$ cat config.mk
export PLATFORM = sky130hd
export DESIGN_NAME = fold_fir_sequencer
export DESIGN_NICKNAME = d
export VERILOG_FILES = /design/src/rtl/fold_fir_sequencer.sv
export SDC_FILE = /design/constraint.sdc
export NUM_CORES = 1
export LEC_CHECK = 0
export CAP_MARGIN = 10
export CORE_MARGIN = 3
export CORE_UTILIZATION = 51
export DETAILED_ROUTE_END_ITERATION = 8
export GPL_TIMING_DRIVEN = 0
export PLACE_DENSITY_LB_ADDON = 0.12
export SYNTH_ARGS = -nofsm -noshare
export SYNTH_HDL_FRONTEND = slang
export SYNTH_SLANG_ARGS = --single-unit
export TNS_END_PERCENT = 5
$ cat constraint.sdc
create_clock -name clk -period 2.1 [get_ports clk]
set_clock_uncertainty 0.1 [all_clocks]
set_input_delay 0.21 -clock clk [delete_from_list [all_inputs] [get_ports clk]]
set_output_delay 0.21 -clock clk [all_outputs]
set_load 0.05 [all_outputs]
$ cat src/rtl/fold_fir_sequencer.sv
// -----------------------------------------------------------------------------
// fold_fir_sequencer
//
// Address and control sequencer for a folded (single-MAC) FIR filter.
// Each accepted sample goes into a circular buffer in a two-port RAM. The
// block then walks all TAPS taps back-to-back, pairing the newest sample with
// coefficient 0. It carries no data; it only drives addresses and strobes.
//
// Ports:
//   clk        clock
//   nGrst      asynchronous active-low reset
//   rst        synchronous reset (acts even when clkEn is low)
//   clkEn      clock enable; low freezes all state
//   dataValid  one-cycle strobe: a new sample is present this cycle
//   busy       a frame is in progress; new samples are dropped
//   ramWe      RAM write strobe (combinational)
//   ramWAddr   RAM write address (write pointer)
//   ramRe      RAM read enable
//   ramRAddr   RAM read address (read pointer)
//   coefAddr   coefficient ROM address (tap index)
//   macFirst   MAC loads the product instead of accumulating (at MAC input)
//   macEn      MAC operands valid (at MAC input)
//   outValid   one-cycle pulse: MAC output holds a finished result
//   overrun    sticky flag: a sample arrived while busy and was dropped
// -----------------------------------------------------------------------------
module fold_fir_sequencer #(
  parameter int TAPS     = 16,
  parameter int LOGTAPS  = 4,
  parameter int PIPE_DLY = 3,
  parameter int MAC_DLY  = 2
) (
  input  logic               clk,
  input  logic               nGrst,
  input  logic               rst,
  input  logic               clkEn,
  input  logic               dataValid,
  output logic               busy,
  output logic               ramWe,
  output logic [LOGTAPS-1:0] ramWAddr,
  output logic               ramRe,
  output logic [LOGTAPS-1:0] ramRAddr,
  output logic [LOGTAPS-1:0] coefAddr,
  output logic               macFirst,
  output logic               macEn,
  output logic               outValid,
  output logic               overrun
);

  localparam int OUT_DLY = PIPE_DLY + MAC_DLY;
  localparam logic [LOGTAPS-1:0] LAST_TAP = LOGTAPS'(TAPS - 1);
  localparam logic [LOGTAPS-1:0] ONE      = LOGTAPS'(1);

  localparam logic [0:0] S_IDLE = 1'b0;
  localparam logic [0:0] S_RUN  = 1'b1;

  logic [0:0]         state_q, state_d;
  logic [LOGTAPS-1:0] k_q, k_d;
  logic [LOGTAPS-1:0] wp_q, wp_d;
  logic [LOGTAPS-1:0] rp_q, rp_d;
  logic               overrun_q, overrun_d;

  // Strobe delay lines: bit 0 takes the raw strobe, the top bit is the output.
  logic [PIPE_DLY-1:0] en_pipe_q, en_pipe_d;
  logic [PIPE_DLY-1:0] first_pipe_q, first_pipe_d;
  logic [OUT_DLY-1:0]  last_pipe_q, last_pipe_d;

  logic run;
  logic last_tap;
  logic accept;

  assign run      = (state_q == S_RUN);
  assign last_tap = run && (k_q == LAST_TAP);
  assign accept   = !run && dataValid && clkEn && !rst;

  always_comb begin
    state_d      = state_q;
    k_d          = k_q;
    wp_d         = wp_q;
    rp_d         = rp_q;
    overrun_d    = overrun_q;
    en_pipe_d    = en_pipe_q;
    first_pipe_d = first_pipe_q;
    last_pipe_d  = last_pipe_q;

    if (rst) begin
      // RAM contents are untouched; clearing the delay lines kills any
      // in-flight frame so it never raises outValid.
      state_d      = S_IDLE;
      k_d          = '0;
      wp_d         = '0;
      rp_d         = '0;
      overrun_d    = 1'b0;
      en_pipe_d    = '0;
      first_pipe_d = '0;
      last_pipe_d  = '0;
    end else if (clkEn) begin
      if (!run) begin
        if (dataValid) begin
          state_d = S_RUN;
          k_d     = '0;
          rp_d    = wp_q;
        end
      end else begin
        if (dataValid) begin
          overrun_d = 1'b1;
        end
        // Explicit wrap so non-power-of-two depths work.
        rp_d = (rp_q == '0) ? LAST_TAP : rp_q - ONE;
        if (last_tap) begin
          state_d = S_IDLE;
          k_d     = '0;
          wp_d    = (wp_q == LAST_TAP) ? '0 : wp_q + ONE;
        end else begin
          k_d = k_q + ONE;
        end
      end

      en_pipe_d[0]    = run;
      first_pipe_d[0] = run && (k_q == '0);
      last_pipe_d[0]  = last_tap;
      for (int i = 1; i < PIPE_DLY; i++) begin
        en_pipe_d[i]    = en_pipe_q[i-1];
        first_pipe_d[i] = first_pipe_q[i-1];
      end
      for (int i = 1; i < OUT_DLY; i++) begin
        last_pipe_d[i] = last_pipe_q[i-1];
      end
    end
  end

  always_ff @(posedge clk or negedge nGrst) begin
    if (!nGrst) begin
      state_q      <= S_IDLE;
      k_q          <= '0;
      wp_q         <= '0;
      rp_q         <= '0;
      overrun_q    <= 1'b0;
      en_pipe_q    <= '0;
      first_pipe_q <= '0;
      last_pipe_q  <= '0;
    end else begin
      state_q      <= state_d;
      k_q          <= k_d;
      wp_q         <= wp_d;
      rp_q         <= rp_d;
      overrun_q    <= overrun_d;
      en_pipe_q    <= en_pipe_d;
      first_pipe_q <= first_pipe_d;
      last_pipe_q  <= last_pipe_d;
    end
  end

  assign busy     = run;
  assign ramWe    = accept;
  assign ramWAddr = wp_q;
  assign ramRe    = run && clkEn;
  assign ramRAddr = rp_q;
  assign coefAddr = k_q;
  assign macEn    = en_pipe_q[PIPE_DLY-1];
  assign macFirst = first_pipe_q[PIPE_DLY-1];
  assign outValid = last_pipe_q[OUT_DLY-1];
  assign overrun  = overrun_q;

endmodule

==> impl_results.rst, run 1 <==
.. list-table::
   :header-rows: 1

   * - Metric
     - Value
   * - Run status
     - complete, no violations
   * - Count of unique library cells instantiated by Yosys
     - 35
   * - Post-layout minimum cycle time
     - 1.99 ns
   * - Number of failing setup endpoints in the final timing report
     - 0
   * - Total clock sinks
     - 25
   * - Number of enable flip-flop cells after synthesis
     - 0
   * - Number of max-cap violations
     - 0
   * - Depth of the CTS H-tree
     - 1
   * - R2R Path Start
     - coefAddr[1]$_DFFE_PN0P_
   * - Number of clock buffers inserted by TritonCTS
     - 3
   * - Routed wire length on met2
     - ~1.4 mm
   * - Capture point of the worst path
     - coefAddr[2]
   * - Detailed-route wire length per cell
     - approximately 16 um
   * - Number of storage elements in the synthesis netlist
     - 25
   * - Maximum buffer depth of the clock tree
     - 2
   * - Share of final-layout standard cells stronger than drive strength 1
     - 0.101
   * - Buffer cell driving the clock tree root
     - sky130_fd_sc_hd__clkbuf_4
   * - Clock transition at path regs
     - 0.14 ns
   * - Leakage power of the design
     - a little over 0.7 nW
   * - Final Max Tran Viols
     - 0
   * - Post-Route Hold Slack
     - roughly 0.066 ns
   * - Synth Flop Type
     - sky130_fd_sc_hd__dfrtp_1
   * - Setup repair after global routing missed its margin
     - false
   * - Summed instance area of the synthesized netlist
     - approximately 1300 um^2
   * - Slew @ Worst Pin
     - slightly above 0.5 ns
   * - Area occupied by registers
     - about 630 um^2
   * - Syn_area_per_cell
     - ~10 um^2
   * - Met3 wirelength from detailed routing
     - 85 um
   * - Cell area power density
     - ~550 nW/um^2
   * - Detailed-route wire length
     - roughly 3 mm
   * - Area added between synthesis and finish
     - 23.7%
   * - Final weighted congestion in routability-driven placement
     - 0.786
   * - Multi-input combinational cell area
     - 617 um^2
   * - Global-route wire length before repair
     - approximately 4.9 mm
   * - Worst slack at placement
     - -0.227 ns
   * - Critical Path AT
     - approximately 1.7 ns
   * - CTS tree
     - done
   * - Via count of the first global-routing pass
     - around 1,100
   * - Asr flop ratio synth
     - 1.00
   * - Final Instance Count excl. Fillers
     - 186
   * - HPWL reported at the end of detailed placement
     - between 2 and 2.5 mm
   * - Net Count, Synth
     - roughly 140
   * - Core region area
     - 2340 um^2
   * - Worst setup slack for register-to-register paths
     - between 0.4 and 0.5 ns
   * - Die Y-Extent
     - between 50 and 60 um
   * - Crit path launch
     - coefAddr[2]$_DFFE_PN0P_
   * - Commonest non-fill, non-tap cell in the layout
     - sky130_fd_sc_hd__dfrtp_1
   * - Max layer used
     - met4
   * - Cells along the critical path
     - clkdlybuf4s50_1
   * - Initial cell density of the core
     - 0.565
   * - Buf+Inv Stages, Crit Path
     - 1
   * - Critical register-to-register path endpoint
     - ramWAddr[3]$_DFFE_PN0P_
   * - Total I/O pin count
     - 24
   * - Maximum vdd drop
     - 444 uV
   * - Critical path class
     - flop to primary output
   * - Final worst slack
     - approximately 0.11 ns
   * - Combined global-route utilization of all metal layers
     - 0.189
   * - Number of port buffers
     - 22
   * - Remaining number of nets flagged by the antenna check after routing
     - 0
   * - Worst min path class
     - input pin to asynchronous set/reset pin
   * - Wire length on met1
     - about 1.4 mm
   * - Largest net degree at the start of global routing
     - 26
   * - Depth of the worst register-to-register path
     - 5
   * - Final standard cell utilization of the core
     - 0.699
   * - Number of DRC markers in iteration 0
     - 34
   * - Cell row count
     - 17
   * - Remaining DRCs
     - 0
   * - Kind of end point of the critical path
     - primary output
   * - Critical path launch point type
     - flop
   * - Count of vias placed by the detailed router
     - roughly 1,100
   * - Placed cell count
     - about 180
   * - Cell at the slowest stage of the critical path
     - sky130_fd_sc_hd__clkdlybuf4s50_1
   * - Number of antenna violations at the first check in global routing
     - 0
   * - Overall overflow remaining after global route
     - 0
   * - Total number of cells along the worst setup path
     - 1
   * - Number of antenna cells inserted
     - 0
   * - Die ar.
     - roughly 3200 um^2
   * - Fillcell total
     - just under 200
   * - Post-synthesis sequential area ratio
     - 0.473
   * - Maximum clock frequency
     - ~500 MHz
   * - Die X-Extent
     - roughly 57 um
   * - Final-stage net count
     - approximately 170
   * - Number of vias per cell
     - 6.05
   * - Final Hold Violating Endpoints
     - 0
   * - Worst path required time
     - 1.79 ns
   * - Number of detailed-routing iterations run before antenna repair
     - 5
   * - Commonest cells after routing, fill and taps aside
     - 25 x sky130_fd_sc_hd__dfrtp_1, 20 x sky130_fd_sc_hd__clkdlybuf4s50_1, 14 x sky130_fd_sc_hd__nor2_1
   * - Final cycle utilization of the critical path
     - 0.947
   * - Largest driver fanout on the critical path
     - 8
   * - Cell count after synthesis
     - ~130
   * - Slew HR
     - 0.658
   * - Yosys warnings
     - 0
   * - Max stage delay on crit path
     - around 0.86 ns
   * - Clk Latency, worst-skew pair
     - between 0.3 and 0.4 ns
   * - Delay-heaviest family, CP
     - buffers and inverters
[cell usage after synthesis, drive strengths merged, types with 2 or more instances]
master | count | area, um^2
inv | 10 | 37.5
o21ai | 4 | 20.0
and3 | 2 | 12.5
a31oi | 3 | 18.8
o41ai | 2 | 17.5
nand2b | 6 | 37.5
nand4 | 2 | 12.5
nor2b | 3 | 18.8
nor2 | 14 | 52.6
nand3 | 5 | 25.0
ha | 5 | 62.6
dfrtp | 25 | 626
buf | 8 | 42.5
a21oi | 8 | 40.0
nand2 | 4 | 15.0
o211ai | 2 | 15.0
o2111ai | 2 | 17.5
mux2i | 9 | 90.1
o2bb2ai | 2 | 17.5
[cell families after synthesis]
logic type | synth area share
and+or+nand+nor | 0.164
buffers and inverters | 0.0606
DFF | 0.473
adders and majority gates | 0.0473
muxes | 0.0795
AOI/OAI and AO/OA | 0.176
[cell type report]
class / instances / area share
inverters: 10 / 0.0229
clock inverters: 1 / 0.00459
flip-flops and latches: 25 / 0.382
well taps: 28 / 0.0214
plain buffers: 8 / 0.0260
clock buffers: 3 / 0.0138
repair buffers: 23 / 0.152
multi-input cells: 88 / 0.377
[per-layer routing]
layer  GRT usage  up-vias
li1            -      527
met1       0.257      567
met2       0.318       29
met3      0.0299        2
met4      0.0397        0
met5           0        -
[power by group]
part / switching [W] / total [W] / internal, W / leakage (nW)
clock network: 0.000150 / 0.000222 / 0.0000727 / 0.0139
registers: 0.0000130 / 0.000506 / 0.000493 / 0.344
logic: 0.000103 / 0.000165 / 0.0000616 / 0.367
total: 0.000266 / 0.000893 / 0.000627 / 0.725
[timing repair]
action,CTS,global route
cloned,0,0
hold buffers,0,0
resized for setup,4,1
buffers inserted,0,0
endpoints found under the setup margin,2,1
[state kept, by name (all words and copies together), names as in the netlist]
name,flops
busy,1
coefAddr,4
en_pipe_q,3
first_pipe_q,3
last_pipe_q,5
overrun,1
ramRAddr,4
ramWAddr,4
[worst min path at each step]
stage                        startpoint                      end  slack, ns  depth (start not counted)
floorplan                         nGrst         busy$_DFFE_PN0P_      -0.19                          0
global placement    overrun$_DFFE_PN0P_      overrun$_DFFE_PN0P_       0.39                          2
detailed placement  overrun$_DFFE_PN0P_      overrun$_DFFE_PN0P_       0.40                          2
CTS                               clkEn  coefAddr[0]$_DFFE_PN0P_       0.11                          3
global route                      nGrst  coefAddr[3]$_DFFE_PN0P_       0.06                          1
finish                            nGrst  coefAddr[3]$_DFFE_PN0P_       0.07                          1
[per-stage QoR]
stage | power, W | cell area (um^2) | TNS [ns]
detailed placement | 0.000674 | 1580 | -0.227
global route | 0.000936 | 1640 | 0
floorplan | 0.000617 | 1320 | 0
CTS | 0.000891 | 1610 | 0
finish | 0.000893 | 1640 | 0
global placement | 0.000671 | 1580 | -0.219
No activity file was read; power rests on OpenSTA's default activity.
==> run 2, diff against run 1 <==
Settings changed: CORE_UTILIZATION 51 to 32.
==> run 2 against run 1 <==
Critical path depth up 3. Clock-buffer cell count unchanged. Die area up 52%. Clock power up 34%. Routed wire length up 5.7%. Worst hold slack better by 0.12 ns. Global-route usage down 5.5 points. Combinational power about the same. Final area up 2.6%. Critical endpoint is now ramWe.
==> impl_results.rst, run 2 (same netlist as run 1, synthesis figures left out) <==
.. list-table::
   :header-rows: 1

   * - Metric
     - Value
   * - Run status
     - complete, no violations (unchanged)
   * - Largest driver fanout on the critical path
     - 10 (was 8)
   * - Post-layout minimum cycle time
     - 1.98 ns (was 1.99 ns)
   * - Combined global-route utilization of all metal layers
     - 0.134 (was 0.189)
   * - Number of port buffers
     - 22 (unchanged)
   * - Maximum clock frequency
     - 506 MHz (was 503 MHz)
   * - Share of final-layout standard cells stronger than drive strength 1
     - 0.101 (unchanged)
   * - Overall overflow remaining after global route
     - 0 (unchanged)
   * - Kind of end point of the critical path
     - primary output (unchanged)
   * - Critical Path AT
     - 1.67 ns (was 1.68 ns)
   * - Number of detailed-routing iterations run before antenna repair
     - 4 (was 5)
   * - Number of max-cap violations
     - 0 (unchanged)
   * - Die X-Extent
     - 70.3 um (was 56.9 um)
   * - Worst path required time
     - 1.79 ns (about the same)
   * - Clk Latency, worst-skew pair
     - 0.27 ns (was 0.32 ns)
   * - Relative contribution of sequential cells to total power
     - 0.521 (was 0.567)
   * - Number of buffers inserted by post-CTS setup repair
     - 0 (unchanged)
   * - Leakage power of the design
     - 0.736 nW (was 0.725 nW)
   * - Number of antenna violations at the first check in global routing
     - 0 (unchanged)
   * - Number of clock buffers inserted by TritonCTS
     - 3 (unchanged)
   * - Total negative slack
     - 0 ns (unchanged)
   * - Total clock sinks
     - 25 (unchanged)
   * - Via count of the first global-routing pass
     - 1,070 (was 1,096)
   * - Area added between synthesis and finish
     - 27.0% (was 23.7%)
   * - Global-route wire length before repair
     - 5.33 mm (was 4.93 mm)
   * - Final weighted congestion in routability-driven placement
     - 0.731 (was 0.786)
   * - Count of vias placed by the detailed router
     - 1,079 (was 1,125)
   * - Commonest non-fill, non-tap cell in the layout
     - sky130_fd_sc_hd__dfrtp_1 (unchanged)
   * - Share of total power consumed by net switching
     - 0.289 (was 0.298)
   * - Remaining number of nets flagged by the antenna check after routing
     - 0 (unchanged)
   * - Clock power frac
     - 0.307 (was 0.249)
   * - Worst min path class
     - input pin to flop (was input pin to asynchronous set/reset pin)
   * - Detailed-route wire length per cell
     - 15.0 um (was 15.7 um)
   * - Die Y-Extent
     - 70.3 um (was 56.9 um)
   * - Total internal power
     - 0.000689 W (was 0.000627 W)
   * - Cell row count
     - 22 (was 17)
   * - Fillcell total
     - 383 (was 195)
   * - Detailed-route wire length
     - 3.08 mm (was 2.92 mm)
   * - Final-stage net count
     - 169 (unchanged)
   * - Commonest cells after routing, fill and taps aside
     - 25 x sky130_fd_sc_hd__dfrtp_1, 20 x sky130_fd_sc_hd__clkdlybuf4s50_1, 14 x sky130_fd_sc_hd__nor2_1 (unchanged)
   * - Final cycle utilization of the critical path
     - 0.941 (was 0.947)
   * - Buffer cell driving the clock tree root
     - sky130_fd_sc_hd__clkbuf_8 (was sky130_fd_sc_hd__clkbuf_4)
   * - CTS-repair resized insts
     - 4 (unchanged)
   * - Die ar.
     - 4940 um^2 (was 3240 um^2)
   * - Largest reg by FF count
     - last_pipe_q (unchanged)
   * - Number of vias per cell
     - 5.24 (was 6.05)
   * - Core region area
     - 3830 um^2 (was 2340 um^2)
   * - Part of the total power dissipated in combinational logic
     - 0.171 (was 0.185)
   * - CTS tree
     - done (unchanged)
   * - Depth of the CTS H-tree
     - 1 (unchanged)
   * - Initial cell density of the core
     - 0.346 (was 0.565)
   * - HPWL reported at the end of detailed placement
     - 2.16 mm (was 2.01 mm)
   * - Remaining DRCs
     - 0 (unchanged)
   * - Slew @ Worst Pin
     - 0.609 ns (was 0.511 ns)
   * - Number of failing setup endpoints in the final timing report
     - 0 (unchanged)
   * - Cell area power density
     - 577 nW/um^2 (was 546 nW/um^2)
   * - Max reg flops
     - 5 (unchanged)
   * - Total power
     - 0.000969 W (was 0.000893 W)
   * - Maximum buffer depth of the clock tree
     - 2 (unchanged)
   * - Net switching power of the design
     - 0.000280 W (was 0.000266 W)
   * - Largest net degree at the start of global routing
     - 26 (unchanged)
   * - Final Max Tran Viols
     - 0 (unchanged)
   * - Final Hold Violating Endpoints
     - 0 (unchanged)
   * - Number of DRC markers in iteration 0
     - 68 (was 34)
   * - Critical path class
     - flop to primary output (unchanged)
   * - Setup repair after global routing missed its margin
     - false (unchanged)
   * - Maximum vdd drop
     - 204 uV (was 444 uV)
   * - Cts-stage hold buffer count
     - 0 (unchanged)
   * - Slew HR
     - 0.593 (was 0.658)
   * - Critical path launch point type
     - flop (unchanged)
   * - Number of antenna cells inserted
     - 0 (unchanged)
   * - Total I/O pin count
     - 24 (unchanged)
   * - Clock transition at path regs
     - 0.10 ns (was 0.14 ns)
run 2: cell types whose count changed in the layout (fill, tap and decap cells not counted):
cell / previous run / this run
sky130_fd_sc_hd__clkdlybuf4s15_1: 1 / 0
sky130_fd_sc_hd__dlygate4sd2_1: 0 / 1
sky130_fd_sc_hd__clkbuf_4: 3 / 0
sky130_fd_sc_hd__clkbuf_8: 0 / 3
run 2: power groups by stage:
stage,Clock (W),Combinational (W),Sequential [W]
6_report,0.000298,0.000166,0.000505
5_1_grt,0.000332,0.000179,0.000508
4_1_cts,0.000310,0.000161,0.000505
3_5_place_dp,0,0.000161,0.000515
3_3_place_gp,0,0.000161,0.000514
2_1_floorplan,0,0.0000711,0.000546
run 2: cell type report:
type / count / area, um^2 / share of cell area
flip-flops and latches: 25 / 626 / 0.373
clock inverters: 1 / 7.51 / 0.00447
well taps: 48 / 60.1 / 0.0358
clock buffers: 3 / 41.3 / 0.0246
inverters: 10 / 37.5 / 0.0224
plain buffers: 8 / 42.5 / 0.0253
repair buffers: 23 / 248 / 0.148
multi-input cells: 88 / 617 / 0.367
run 2: final timing paths:
path | startpoint | to | slack, ns | cells past startpoint
max in group asynchronous | nGrst | ramRAddr[0]$_DFFE_PN0P_ | 1.19 | 2
hold / removal | clkEn | last_pipe_q[3]$_DFFE_PN0P_ | 0.18 | 3
hold reg to reg | overrun$_DFFE_PN0P_ | overrun$_DFFE_PN0P_ | 0.41 | 2
setup reg to reg | coefAddr[1]$_DFFE_PN0P_ | ramWAddr[3]$_DFFE_PN0P_ | 0.49 | 4
setup / recovery | busy$_DFFE_PN0P_ | ramWe | 0.12 | 4
min in group asynchronous | nGrst | first_pipe_q[2]$_DFFE_PN0P_ | 0.21 | 1
run 2: worst max-delay path, cell delays in order, from the launching register on:
cell and delay (ns):
sky130_fd_sc_hd__dfrtp_1 0.45, sky130_fd_sc_hd__buf_2 0.21, sky130_fd_sc_hd__nor2_1 0.18, sky130_fd_sc_hd__and3_1 0.18
sky130_fd_sc_hd__clkdlybuf4s15_2 0.37
run 2: per-stage QoR:
stage	instances	utilization	cell area, um^2	hold WS [ns]	setup WS, ns
3_3_place_gp	201	0.419	1600	0.383	-0.284
6_report	206	0.439	1680	0.181	0.125
4_1_cts	205	0.432	1650	0.179	0.125
3_5_place_dp	201	0.419	1600	0.396	-0.265
5_1_grt	206	0.439	1680	0.190	0.0509
2_1_floorplan	131	-	1320	-0.186	0.148
run 2: per-layer routing:
layer  wire length (um)  GRT usage
met1               1540      0.188
met2               1430      0.205
met3                 86     0.0245
met4                 27     0.0447
met5                  0          0
